[src/rtl/reg_file_loader_if.sv]
// Bundle of the loader's byte stream, core-side register-file request and
// reg_file-side write port, plus the load status flags.
interface reg_file_loader_if #(
  parameter int W = 8,
  parameter int D = 3
);
  logic         Start;
  logic         InValid;
  logic [W-1:0] InData;
  logic         InReady;
  logic [1:0]   CoreRegWrite;
  logic [D-1:0] CoreReadReg1;
  logic [D-1:0] CoreReadReg2;
  logic [W-1:0] CoreWriteValue;
  logic [1:0]   RegWrite;
  logic [D-1:0] ReadReg1;
  logic [D-1:0] ReadReg2;
  logic [W-1:0] WriteValue;
  logic         Busy;
  logic         Done;

  // Loader side
  modport slave (
    input  Start, InValid, InData,
    input  CoreRegWrite, CoreReadReg1, CoreReadReg2, CoreWriteValue,
    output InReady, RegWrite, ReadReg1, ReadReg2, WriteValue, Busy, Done
  );

  // Driver side (core + byte source + reg_file observer)
  modport master (
    output Start, InValid, InData,
    output CoreRegWrite, CoreReadReg1, CoreReadReg2, CoreWriteValue,
    input  InReady, RegWrite, ReadReg1, ReadReg2, WriteValue, Busy, Done
  );
endinterface

[src/rtl/reg_file_loader.sv]
// Writer-side front end for reg_file: loads 2**D bytes from a valid/ready
// stream into registers 0..2**D-1, stalling the core while a pass runs and
// passing core requests straight through otherwise.
module reg_file_loader #(
  parameter int W = 8,
  parameter int D = 3
) (
  input  logic              CLK,
  input  logic              Reset,
  reg_file_loader_if.slave  bus
);

  typedef enum logic [1:0] {
    ST_IDLE  = 2'd0,
    ST_LOAD  = 2'd1,
    ST_DRAIN = 2'd2,
    ST_DONE  = 2'd3
  } state_e;

  localparam logic [D-1:0] LAST_IDX = '1;

  state_e       state_q, state_d;
  logic [D-1:0] index_q, index_d;
  logic         pend_valid_q, pend_valid_d;
  logic [D-1:0] pend_addr_q, pend_addr_d;
  logic [W-1:0] pend_data_q, pend_data_d;

  logic         in_ready;
  logic         hs;
  logic         busy;
  logic         done;
  logic [1:0]   reg_write;
  logic [D-1:0] read_reg1;
  logic [W-1:0] write_value;

  // State register and pending-write register
  always_ff @(posedge CLK) begin
    if (Reset) begin
      state_q      <= ST_IDLE;
      index_q      <= '0;
      pend_valid_q <= 1'b0;
      pend_addr_q  <= '0;
      pend_data_q  <= '0;
    end else begin
      state_q      <= state_d;
      index_q      <= index_d;
      pend_valid_q <= pend_valid_d;
      pend_addr_q  <= pend_addr_d;
      pend_data_q  <= pend_data_d;
    end
  end

  // Next state: pass sequencing, index advance and capture of accepted byte
  always_comb begin
    state_d      = state_q;
    index_d      = index_q;
    pend_valid_d = 1'b0;
    pend_addr_d  = pend_addr_q;
    pend_data_d  = pend_data_q;
    unique case (state_q)
      ST_IDLE, ST_DONE: begin
        if (bus.Start) begin
          state_d = ST_LOAD;
          index_d = '0;
        end
      end
      ST_LOAD: begin
        if (hs) begin
          pend_valid_d = 1'b1;
          pend_addr_d  = index_q;
          pend_data_d  = bus.InData;
          if (index_q == LAST_IDX) begin
            state_d = ST_DRAIN;
          end else begin
            index_d = index_q + 1'b1;
          end
        end
      end
      ST_DRAIN: state_d = ST_DONE;
      default:  state_d = ST_IDLE;
    endcase
  end

  // Outputs: loader drives the write port while busy, core passes through otherwise.
  // A pending write is suppressed in a Reset cycle so an aborted pass never lands it.
  always_comb begin
    in_ready    = 1'b0;
    busy        = 1'b0;
    done        = 1'b0;
    reg_write   = bus.CoreRegWrite;
    read_reg1   = bus.CoreReadReg1;
    write_value = bus.CoreWriteValue;
    unique case (state_q)
      ST_LOAD, ST_DRAIN: begin
        in_ready    = (state_q == ST_LOAD);
        busy        = 1'b1;
        reg_write   = (pend_valid_q && !Reset) ? 2'b01 : 2'b00;
        read_reg1   = pend_addr_q;
        write_value = pend_data_q;
      end
      ST_DONE: done = 1'b1;
      default: ;
    endcase
    hs = in_ready && bus.InValid;
  end

  assign bus.InReady    = in_ready;
  assign bus.Busy       = busy;
  assign bus.Done       = done;
  assign bus.RegWrite   = reg_write;
  assign bus.ReadReg1   = read_reg1;
  assign bus.ReadReg2   = bus.CoreReadReg2;
  assign bus.WriteValue = write_value;

endmodule
[src/flat_wrapper.sv]
// flat-port wrapper written by rule: the top's interface ports become plain ports
module reg_file_loader_flat 
#(
  parameter int W = 8,
  parameter int D = 3
)
  (CLK, Reset, bus_Start, bus_InValid, bus_InData, bus_CoreRegWrite, bus_CoreReadReg1, bus_CoreReadReg2, bus_CoreWriteValue, bus_InReady, bus_RegWrite, bus_ReadReg1, bus_ReadReg2, bus_WriteValue, bus_Busy, bus_Done);
  reg_file_loader_if #(.W(W), .D(D)) bus_i ();
  input  logic CLK;
  input  logic Reset;
  input wire logic [$bits(bus_i.Start)-1:0] bus_Start;
  input wire logic [$bits(bus_i.InValid)-1:0] bus_InValid;
  input wire logic [$bits(bus_i.InData)-1:0] bus_InData;
  input wire logic [$bits(bus_i.CoreRegWrite)-1:0] bus_CoreRegWrite;
  input wire logic [$bits(bus_i.CoreReadReg1)-1:0] bus_CoreReadReg1;
  input wire logic [$bits(bus_i.CoreReadReg2)-1:0] bus_CoreReadReg2;
  input wire logic [$bits(bus_i.CoreWriteValue)-1:0] bus_CoreWriteValue;
  output wire logic [$bits(bus_i.InReady)-1:0] bus_InReady;
  output wire logic [$bits(bus_i.RegWrite)-1:0] bus_RegWrite;
  output wire logic [$bits(bus_i.ReadReg1)-1:0] bus_ReadReg1;
  output wire logic [$bits(bus_i.ReadReg2)-1:0] bus_ReadReg2;
  output wire logic [$bits(bus_i.WriteValue)-1:0] bus_WriteValue;
  output wire logic [$bits(bus_i.Busy)-1:0] bus_Busy;
  output wire logic [$bits(bus_i.Done)-1:0] bus_Done;
  assign bus_i.Start = bus_Start;
  assign bus_i.InValid = bus_InValid;
  assign bus_i.InData = bus_InData;
  assign bus_i.CoreRegWrite = bus_CoreRegWrite;
  assign bus_i.CoreReadReg1 = bus_CoreReadReg1;
  assign bus_i.CoreReadReg2 = bus_CoreReadReg2;
  assign bus_i.CoreWriteValue = bus_CoreWriteValue;
  assign bus_InReady = bus_i.InReady;
  assign bus_RegWrite = bus_i.RegWrite;
  assign bus_ReadReg1 = bus_i.ReadReg1;
  assign bus_ReadReg2 = bus_i.ReadReg2;
  assign bus_WriteValue = bus_i.WriteValue;
  assign bus_Busy = bus_i.Busy;
  assign bus_Done = bus_i.Done;
  reg_file_loader #(.W(W), .D(D)) u_core (.CLK(CLK), .Reset(Reset), .bus(bus_i));
endmodule
[config.mk]
export PLATFORM = sky130hd
export DESIGN_NAME = reg_file_loader_flat
export DESIGN_NICKNAME = d
export VERILOG_FILES = /design/src/rtl/reg_file_loader_if.sv /design/src/rtl/reg_file_loader.sv /design/src/flat_wrapper.sv
export SDC_FILE = /design/constraint.sdc
export NUM_CORES = 1
export LEC_CHECK = 0
export ABC_AREA = 1
export CAP_MARGIN = 30
export CORE_MARGIN = 5
export CORE_UTILIZATION = 39
export CTS_CLUSTER_DIAMETER = 200
export DETAILED_ROUTE_END_ITERATION = 12
export PLACE_DENSITY = 0.88
export SYNTH_ARGS = -nofsm -noshare
export SYNTH_HDL_FRONTEND = slang
export SYNTH_SLANG_ARGS = --single-unit
[constraint.sdc]
create_clock -name CLK -period 1.8 [get_ports CLK]
set_clock_uncertainty 0.15 [all_clocks]
set_input_delay 0.27 -clock CLK [delete_from_list [all_inputs] [get_ports CLK]]
set_output_delay 0.27 -clock CLK [all_outputs]
set_load 0.05 [all_outputs]
==> impl_results.md <==
- Status: finished, violations left
- Failing checks: negative setup slack
- DRT iter0 DRCs: 59
- Synth Flop Type: dfxtp_1
- Max H-tree Level: 1
- Slew @ Worst Pin: 470 ps
- DR vias/cell: 5.41
- Mapped Cells: 142
- CTS max path bufs: 2
- Global placer's final weighted congestion: 0.705
- Worst Setup End Kind: output pin
- Area of placed instances: 0.00152 mm2
- Routed WL: 3760 um
- Global Route Usage Sum: 21.6%
- Clock latency on the worst-skew pair: 310 ps
- Yosys top cell area share: 36.9%
- Critical path's top delay family: flip-flops
- ANT cells: 0
- Crit start category: flop
- Top-count cell post-synth: nand2_1
- Tmin final: 1900 ps
- Util after Layout: 80.5%
- Kind of critical path: reg2out
- WHS Path Cells: 2
- CTS sink count: 17
- DR WL/cell: 17.6 um
- CP cell instances: ha_4 > inv_6 > nand3_1 > nand2_2 > buf_12
- Area growth syn-to-layout: 94.7%
- Layout cell share with drive strength beyond 1: 40.0%
- Crit Path Max Fanout: 15
- Clock-pin slew on the worst setup and hold paths: 100 ps
- Ys async rst share: 0%
- Mapped Area: 923 um2
- Max_slew headroom: 68.7%
- Num ports: 47
- CTS tree: yes
- Largest net degree at the start of global routing: 16
- Pleak: 0.812 nW
- Fin area: 0.00180 mm2
- Hold_sp: u_core.pend_data_q[1]$_SDFFE_PP0P_
- Fin nets: 219
- Routed vias: 1152
- Top cells by area, synth: dfxtp_1 37%, nand2_1 21%, nor2_1 7.7%, ha_1 6.8%, o21ai_0 6.0%
- PwrDens: 2360 mW/mm2
- DR DRC count: 0
- WHS: 356 ps
- Initial antenna violation count: 0
- RSZ-0062 raised after global routing: yes
- Num CTS Buffers: 3
- Post-synth EDFFs: 0
- DP Wirelength: 2210 um
- Slack of the critical path: -99.5 ps
- Hold Crit Class: reg2reg
- Worst R2R Setup Slack: 60 ps
- Max_cap viols: 0
- Fin Setup TNS: -982 ps
- Period Utilization, post-route: 106%
- R2R depth: 11
- Synth Area per Inst: 6.50 um2
- CP required: 1380 ps
- Setup violations, final: 13
- Die extent in x: 58.7 um
- First-pass GRT wire length: 5580 um
- Initial Util: 41.3%
- Row count: 17
- Commonest cells post-synth: 52 x nand2_1, 19 x nor2_1, 17 x dfxtp_1
- Die Y: 58.7 um
- Antenna Nets Post-Route: 0
- RR Startpoint: u_core.state_q[0]$_SDFFE_PP0P_
- Syn Nets: 175
- Overall Power: 4.24 mW
- Port buffer count: 40
- Area leader, netlist: dfxtp_1
- Synth Register Bits: 17
- DRT Pass-1 Iters: 4
- Sequential element share of the synthesized area: 36.9%
- CORE AREA: 0.00223 mm2
- Worst path bufs/invs: 2
- Grt ovf: 0
- Max stage delay on crit path: 360 ps
- CP arrival: 1480 ps
- Slowest-stage cell, CP: dfxtp_2
- Synth unique cells: 19
- CTS root buffer: clkbuf_4
- Final Max Slew Viols: 0
- FMAX: 0.526 GHz
- Hold Vio Cnt, Final: 0
- Hold Path End: u_core.pend_data_q[1]$_SDFFE_PP0P_
- Die Area: 0.00344 mm2
- Synth warnings: 0
- IR drop worst, VDD: 1410 uV
- Vias in the first global route: 1188
- Critical R2R Capture: u_core.index_q[1]$_SDFFE_PP0P_
## power breakdown
part	total [mW]	internal [mW]	switching, mW	leakage, nW
Clock	0.217	0.0832	0.134	0.0177
Sequential	0.570	0.490	0.0802	0.140
Combinational	3.46	1.51	1.95	0.654
## cell type report
type	count	area, um2
tap	28	35.0
timing repair buffer	46	646
clock inverter	1	5.00
fill	117	435
multi-input combinational	103	678
inverter	15	68.8
sequential	17	343
clock buffer	3	22.5
## flip-flops by register name, indices dropped and copies added (netlist names)
name,flops
u_core.pend_data_q,8
u_core.index_q,3
u_core.state_q,2
u_core.pend_valid_q,1
u_core.pend_addr_q,3
## logic make-up after synthesis
logic type	count (synthesis)	share of synthesized area (%)
DFF	17	36.9
buffers and inverters	22	11.4
AOI/OAI and AO/OA	18	10.2
adders and majority gates	5	6.78
and+or+nand+nor	80	34.8
## placed cells by master, fill, tap and decap left out, drive strengths merged
master and count:
a21oi 6, buf 22, clkbuf 3, clkdlybuf4s50 24, clkinv 2, clkinvlp 1, dfxtp 17, ha 5
inv 13, nand2 54, nand3 4, nor2 21, nor3 1, o21ai 12
## stage by stage
stage | std cells | worst slack (ps)
2_1_floorplan | 142 | 7.79
3_3_place_gp | 205 | 108
3_5_place_dp | 205 | 43.7
4_1_cts | 213 | -63.0
5_1_grt | 213 | -146
6_report | 213 | -99.5
## timing repair
| item | in CTS | in global routing |
|---|---|---|
| hold buffers | 0 | 0 |
| buffers inserted | 3 | 1 |
| gates cloned | 1 | 0 |
| setup endpoints to repair | 14 | 22 |
| gates resized for setup | 25 | 33 |
| pin swaps | 11 | 10 |
## routing by layer
metal	wire (um)	global-route usage [%]	vias up
li1	-	-	520
met1	1360	22.3	550
met2	1970	37.8	63
met3	281	6.14	19
met4	148	14.6	0
met5	0	0	-
## how the worst max path moves through the flow
stage | from | endpoint | slack, ps | cells past startpoint
detailed placement | u_core.state_q[1]$_SDFFE_PP0P_ | bus_RegWrite[0] | 40 | 6
global route | u_core.state_q[1]$_SDFFE_PP0P_ | bus_RegWrite[0] | -150 | 6
floorplan | u_core.state_q[1]$_SDFFE_PP0P_ | bus_ReadReg1[0] | 8 | 6
global placement | u_core.state_q[1]$_SDFFE_PP0P_ | bus_RegWrite[0] | 110 | 6
finish | u_core.state_q[0]$_SDFFE_PP0P_ | bus_RegWrite[0] | -100 | 5
CTS | u_core.state_q[1]$_SDFFE_PP0P_ | bus_ReadReg1[0] | -60 | 6
## worst register-to-register path, cell delays in order, from the launching register on
cell	delay, ps
dfxtp_2	360
ha_4	290
buf_16	170
buf_6	120
buf_6	110
nand2_4	60
nand2_4	50
inv_4	80
nand2_4	70
nand2_2	80
nand2_2	50
nor2_2	90
No activity file was read; power rests on OpenSTA's default activity.
